## src/rtl/bcd_clock_pkg.sv

```systemverilog
// bcd_clock_pkg: shared state encoding and BCD helpers for the shot clock
package bcd_clock_pkg;
  typedef enum logic [1:0] {S_STOP, S_RUN, S_EXPIRED} state_t;
  function automatic logic [31:0] to_bcd(input int v);
    logic [31:0] r;
    int x;
    r = '0;
    x = v;
    for (int i = 0; i < 8; i++) begin
      r[4*i+:4] = 4'(x % 10);
      x = x / 10;
    end
    return r;
  endfunction
  function automatic logic [3:0] bcd_sat(input logic [3:0] n);
    return n > 4'd9 ? 4'd9 : n;
  endfunction
endpackage

```

## src/rtl/bcd_dec_digit.sv

```systemverilog
// bcd_dec_digit: one BCD digit decrement with borrow chain
module bcd_dec_digit (
  input  logic [3:0] d,
  input  logic       bin,
  output logic [3:0] q,
  output logic       bout
);
  assign q    = bin ? (d == 4'd0 ? 4'd9 : d - 4'd1) : d;
  assign bout = bin & (d == 4'd0);
endmodule

```

## src/rtl/bcd_shot_clock.sv

```systemverilog
// bcd_shot_clock: N-digit BCD shot clock with presets, prescaler, FSM and buzzer
module bcd_shot_clock
  import bcd_clock_pkg::*;
#(
  parameter int DIGITS             = 2,
  parameter int PRESET_FULL        = 24,
  parameter int PRESET_SHORT       = 14,
  parameter int SHORT_ONLY_IF_LESS = 1,
  parameter int TICK_DIV           = 50_000_000,
  parameter int BUZZ_CYCLES        = 100_000_000
) (
  input  logic                CP,
  input  logic                CR,
  input  logic                RUN,
  input  logic                LD_FULL,
  input  logic                LD_SHORT,
  input  logic                PE,
  input  logic [4*DIGITS-1:0] D,
  output logic [4*DIGITS-1:0] Q,
  output logic                TICK,
  output logic                TC,
  output logic                BUZZ,
  output logic                RUNNING
);
  localparam int W  = 4 * DIGITS;
  localparam int PW = $clog2(TICK_DIV);
  localparam int BW = $clog2(BUZZ_CYCLES + 1);
  localparam logic [31:0] FULL_W  = to_bcd(PRESET_FULL);
  localparam logic [31:0] SHORT_W = to_bcd(PRESET_SHORT);
  localparam logic [W-1:0] FULL_BCD  = FULL_W[W-1:0];
  localparam logic [W-1:0] SHORT_BCD = SHORT_W[W-1:0];
  state_t        state;
  logic [PW-1:0] presc;
  logic [BW-1:0] bcnt;
  logic [W-1:0]  d_sat, q_dec, ld_val;
  logic [DIGITS:0] b;
  logic q_zero, short_ok, ld, go, wrap, dec_zero;
  assign b[0] = 1'b1;
  genvar i;
  generate
    for (i = 0; i < DIGITS; i++) begin : g_dig
      bcd_dec_digit u_dig (
        .d    (Q[4*i+:4]),
        .bin  (b[i]),
        .q    (q_dec[4*i+:4]),
        .bout (b[i+1])
      );
      assign d_sat[4*i+:4] = bcd_sat(D[4*i+:4]);
    end
  endgenerate
  // a borrow out of the top digit means every digit was zero
  assign q_zero   = b[DIGITS];
  assign dec_zero = q_dec == '0;
  assign short_ok = SHORT_ONLY_IF_LESS == 0 || Q < SHORT_BCD;
  // an asserted LD_SHORT masks PE even when the short load is refused
  assign ld       = LD_FULL | (LD_SHORT & short_ok) | (PE & ~LD_SHORT);
  assign ld_val   = LD_FULL ? FULL_BCD : LD_SHORT ? SHORT_BCD : d_sat;
  assign go       = RUN && (state == S_RUN || (state == S_STOP && !q_zero));
  assign wrap     = presc == PW'(TICK_DIV - 1);
  always_ff @(posedge CP) begin
    if (CR) begin
      Q       <= FULL_BCD;
      state   <= S_STOP;
      presc   <= '0;
      bcnt    <= '0;
      TICK    <= 1'b0;
      TC      <= 1'b0;
      BUZZ    <= 1'b0;
      RUNNING <= 1'b0;
    end else if (ld) begin
      Q       <= ld_val;
      state   <= RUN && ld_val != '0 ? S_RUN : S_STOP;
      presc   <= '0;
      bcnt    <= '0;
      TICK    <= 1'b0;
      TC      <= 1'b0;
      BUZZ    <= 1'b0;
      RUNNING <= RUN && ld_val != '0;
    end else begin
      TICK <= go && wrap;
      if (bcnt != '0) bcnt <= bcnt - 1'b1;
      else BUZZ <= 1'b0;
      if (go) begin
        presc   <= wrap ? '0 : presc + 1'b1;
        state   <= wrap && dec_zero ? S_EXPIRED : S_RUN;
        RUNNING <= !(wrap && dec_zero);
        if (wrap) Q <= q_dec;
        if (wrap && dec_zero) begin
          TC   <= 1'b1;
          BUZZ <= 1'b1;
          bcnt <= BW'(BUZZ_CYCLES - 1);
        end
      end else if (state == S_RUN) begin
        state   <= S_STOP;
        RUNNING <= 1'b0;
      end
    end
  end
endmodule

```

## config.mk

```make
export PLATFORM = sky130hd
export DESIGN_NAME = bcd_shot_clock
export DESIGN_NICKNAME = d
export VERILOG_FILES = /design/src/rtl/bcd_clock_pkg.sv /design/src/rtl/bcd_dec_digit.sv /design/src/rtl/bcd_shot_clock.sv
export SDC_FILE = /design/constraint.sdc
export NUM_CORES = 1
export LEC_CHECK = 0
export BUFFER_PORTS_ARGS = -buffer_cell sky130_fd_sc_hd__buf_2
export CORE_MARGIN = 3
export CORE_UTILIZATION = 44
export CTS_CLUSTER_DIAMETER = 120
export DETAILED_ROUTE_END_ITERATION = 12
export PLACE_DENSITY = 0.65
export SLEW_MARGIN = 40
export SYNTH_ARGS = -nofsm -noshare
export SYNTH_HDL_FRONTEND = slang
export SYNTH_SLANG_ARGS = --single-unit
```

## constraint.sdc

```tcl
create_clock -name CP -period 5.2 [get_ports CP]
set_clock_uncertainty 0.1 [all_clocks]
set_input_delay 1.04 -clock CP [delete_from_list [all_inputs] [get_ports CP]]
set_output_delay 1.04 -clock CP [all_outputs]
set_load 0.02 [all_outputs]
```

==> metrics.md <==
| Metric | Value |
|---|---|
| Result of the run | `finished, final reports clean` |
| Cells along the critical path | `buf_2, nor2b_1, o31a_1, nand3b_1, a31oi_1` |
| Number of cells on the worst hold path | `2` |
| VDD IR-drop max | `0.000230 V` |
| Worst r2r path cells | `5` |
| Hold path startpoint | `TC$_SDFFE_PP0P_` |
| Syn Area/Cell | `8.39 um2` |
| Initial Utilization | `45.4%` |
| Worst R2R Start | `bcnt[1]$_SDFF_PP0_` |
| Worst-Skew Late Latency | `350 ps` |
| DP Worst Slack | `1900 ps` |
| Post-synth EDFFs | `0` |
| Core area | `7770 um2` |
| Proportion of netlist area held by the largest area contributor | `37.5%` |
| TritonRoute pass-1 iters | `5` |
| Reg2reg end | `bcnt[21]$_SDFF_PP0_` |
| Final core occ | `50.4%` |
| Wire length reported by the detailed router | `8150 um` |
| Gate Count Post-Synth | `420` |
| Largest family of logic cells by synthesized area | `simple AND/OR/NAND/NOR gates` |
| Synthesized netlist net count | `437` |
| Number of antenna violations at the first check in global routing | `0` |
| Proportion of synthesized chip area in sequential cells | `37.5%` |
| Total global routing overflow | `0` |
| Pin count of the biggest net entering global routing | `27` |
| Kind of critical path | `in2reg` |
| Fraction of layout cells with a size suffix above 1 | `12.6%` |
| H-tree level count | `3` |
| Category of cells accounting for the largest share of critical-path delay | `simple AND/OR/NAND/NOR gates` |
| Post-synthesis adder-cell area fraction | `1.06%` |
| Area growth from synthesis to layout | `11.1%` |
| Area of the die | `9120 um2` |
| Leakage dissipation | `0.00135 uW` |
| Max-slew violation total from the final report | `0` |
| Cell at the root of the clock tree | `sky130_fd_sc_hd__clkbuf_8` |
| Number of buffers inserted during clock tree synthesis | `9` |
| Worst Path Max Fanout | `14` |
| Dominant cell type by area after synthesis | `sky130_fd_sc_hd__dfxtp_1` |
| WHS Endpoint | `TC$_SDFFE_PP0P_` |
| GRT Overall Usage | `19.1%` |
| Highest Clock Rate | `338 MHz` |
| Total of cells resized after clock tree synthesis | `0` |
| Path type of the worst min-delay path | `reg2reg` |
| Warning count from the yosys run | `0` |
| Die Y-Extent | `95.5 um` |
| Hold-fix buffers, CTS | `0` |
| Post-synthesis share of cell area spent on xor and xnor gates | `7.20%` |
| Delay of the slowest critical-path stage | `610 ps` |
| Post-synthesis compound-gate area fraction | `16.2%` |
| Post-Synth Simple-Gate Area | `32.2%` |
| Fin. Hold Viols | `0` |
| Async set-or-reset flop fraction in the synthesized netlist | `0%` |
| Post-route DRC violation count | `0` |
| Via count | `3176` |
| Weighted congestion reported at the end of routability-driven placement | `0.870` |
| Cell types occupying the most area after synthesis | `sky130_fd_sc_hd__dfxtp_1 37%, sky130_fd_sc_hd__nor2_1 4.5%, sky130_fd_sc_hd__xor2_1 4.0%` |
| Width of the die | `95.5 um` |
| Post-CTS setup buffer count | `0` |
| Least setup slack across all paths after layout | `2240 ps` |
| Cell area after synthesis | `3530 um2` |
| Quantity of I/O buffers inserted on ports | `25` |
| Io pins | `26` |
| Max-cap violation count | `0` |
| First-pass GRT wire length | `13900 um` |
| Count of cell instances traversed by the critical path | `5` |
| Type of element launching the critical path | `input pin` |
| Post-detailed-route via-to-cell ratio | `5.89` |
| Vias in the first global route | `2922` |
| Number of synthesized register bits | `66` |
| Data required time of the worst path | `5360 ps` |
| # rows | `32` |
| Total power divided by cell area | `466 nW/um2` |
| Unique masters post-synth | `57` |
| Number of antenna-violating nets in the routed design | `0` |
| Final period demand of the worst path | `2960 ps` |
| Crit path max-delay cell type | `sky130_fd_sc_hd__o31a_1` |
| Clock-pin slew of the registers on the worst-case setup and hold paths | `80 ps` |
| Detailed Place HPWL | `5620 um` |
| Number of DRC markers in iteration 0 | `121` |
| RSZ-0062 raised after global routing | `no` |
| Crit share post-route | `56.8%` |
| Final nets | `449` |
| Worst max-slew margin expressed relative to the limit | `52.0%` |
| Final sum of negative setup slack | `0 ps` |
| Crit path capture type | `flip-flop` |
| Setup violation total in the final timing report | `0` |
| R2R setup slack | `2470 ps` |
| Clock Sink Count | `66` |
| WL/cell | `15.1 um` |
| Arrival time of data at the critical path endpoint | `3110 ps` |
| Post-synthesis mux area share | `1.70%` |
| CTS tree | `built` |
| Max clock buf depth | `2` |
| Buf/Inv on CP | `1` |
| Layout fillers | `763` |
| Commonest register cell after synthesis | `sky130_fd_sc_hd__dfxtp_1` |
| Antenna Diode Count | `0` |
| Pin slew with the least headroom to its limit | `715 ps` |
[flip-flops by register name (all words and copies together), names as in the netlist]
name   count
TC         1
state      2
Q          8
TICK       1
bcnt      27
BUZZ       1
presc     26
[worst max-delay path by stage]
stage                                        end  slack, ps     start
after floorplan           presc[23]$_SDFFE_PP0N_       2420  LD_SHORT
after global placement       bcnt[21]$_SDFF_PP0_       1970       RUN
after detailed placement     bcnt[13]$_SDFF_PP0_       1900       RUN
after CTS                    bcnt[13]$_SDFF_PP0_       2250       RUN
after global routing         bcnt[15]$_SDFF_PP0_       2070       RUN
final                        bcnt[13]$_SDFF_PP0_       2240       RUN
[layer usage]
layer | wire [um] | vias to the layer above | part of all wire (%) | global-route usage (%)
li1 | - | 1603 | - | -
met3 | 257 | 10 | 3.2 | 4.10
met1 | 3930 | 1522 | 48 | 25.3
met4 | 108 | 0 | 1.3 | 6.16
met5 | 0 | - | 0 | 0
met2 | 3850 | 41 | 47 | 30.8
[power breakdown]
| group | internal [uW] | total, uW | switching, uW |
|---|---|---|---|
| Clock | 284 | 489 | 205 |
| Combinational | 312 | 739 | 428 |
| Sequential | 550 | 596 | 46.4 |
[cell families (layout without fill, tap and decap cells)]
family | Yosys count | count (layout)
xor+xnor | 29 | 29
flops | 66 | 66
mux | 6 | 6
compound gates | 87 | 87
buf+inv | 34 | 51
simple gates | 195 | 195
fa+ha+maj | 3 | 3
[cell usage in the layout (no fill, tap or decap), drive strengths merged, types with 10 or more instances in the layout]
cell type | Yosys | final
nor3 | 20 | 20
nand4 | 22 | 22
nor2 | 42 | 42
a21oi | 27 | 27
nand2 | 16 | 16
nand3 | 14 | 14
clkbuf | 15 | 10
o31ai | 10 | 10
or3 | 15 | 15
dfxtp | 66 | 66
xnor2 | 13 | 13
xor2 | 16 | 16
or4 | 11 | 11
o21ai | 14 | 14
buf | 10 | 26
[synth_stat cells (2+ instances only)]
cell type                  number
sky130_fd_sc_hd__dfxtp_1       66
sky130_fd_sc_hd__nand4_1       22
sky130_fd_sc_hd__xor2_1        16
sky130_fd_sc_hd__ha_1           3
sky130_fd_sc_hd__or4_1         10
sky130_fd_sc_hd__nand2b_1       5
sky130_fd_sc_hd__and4bb_2       2
sky130_fd_sc_hd__nor4_1         8
sky130_fd_sc_hd__nor2_1        42
sky130_fd_sc_hd__and4_1         7
sky130_fd_sc_hd__clkbuf_1      15
sky130_fd_sc_hd__xnor2_1       13
sky130_fd_sc_hd__a31o_2         2
sky130_fd_sc_hd__nand3_1       13
sky130_fd_sc_hd__o21a_1         3
sky130_fd_sc_hd__o32ai_1        2
sky130_fd_sc_hd__and3_1         7
sky130_fd_sc_hd__a311oi_1       2
sky130_fd_sc_hd__nor3b_1        2
sky130_fd_sc_hd__nor2b_1        5
sky130_fd_sc_hd__o31ai_1        9
sky130_fd_sc_hd__or3_1         15
sky130_fd_sc_hd__nor3_1        19
sky130_fd_sc_hd__inv_1          9
sky130_fd_sc_hd__a21oi_1       27
sky130_fd_sc_hd__nor4b_1        5
sky130_fd_sc_hd__nand3b_1       2
sky130_fd_sc_hd__mux2i_1        6
sky130_fd_sc_hd__or2_1          2
sky130_fd_sc_hd__nand2_1       16
sky130_fd_sc_hd__buf_2          7
sky130_fd_sc_hd__a211oi_1       8
sky130_fd_sc_hd__o31a_1         3
sky130_fd_sc_hd__a31oi_1        9
sky130_fd_sc_hd__o21ai_0       13
sky130_fd_sc_hd__and2_1         3
sky130_fd_sc_hd__nand4b_1       2
[worst register-to-register path, stage by stage, from the launching register on]
cell and delay, ps:
sky130_fd_sc_hd__dfxtp_1 340, sky130_fd_sc_hd__nor4_1 550, sky130_fd_sc_hd__nand4_1 510, sky130_fd_sc_hd__or4_1 590, sky130_fd_sc_hd__or4_1 410, sky130_fd_sc_hd__a31oi_1 160
[final cells by class]
class / instances / area [um2] / share of cell area [%]
clock buffer: 10 / 138 / 3.51
timing repair buffer: 26 / 133 / 3.39
sequential: 66 / 1320 / 33.7
tap: 102 / 128 / 3.26
multi-input combinational: 320 / 2070 / 52.9
clock inverter: 6 / 90.1 / 2.30
inverter: 9 / 33.8 / 0.863
[through the flow]
stage	area, um2	std cells	total power, uW	hold slack (ps)
floorplan	3530	420	1230	347
global placement	3670	523	1310	345
detailed placement	3690	523	1340	355
CTS	3920	539	1830	372
global route	3920	539	1950	387
finish	3920	539	1820	370
Power figures use the tool's default switching activity.
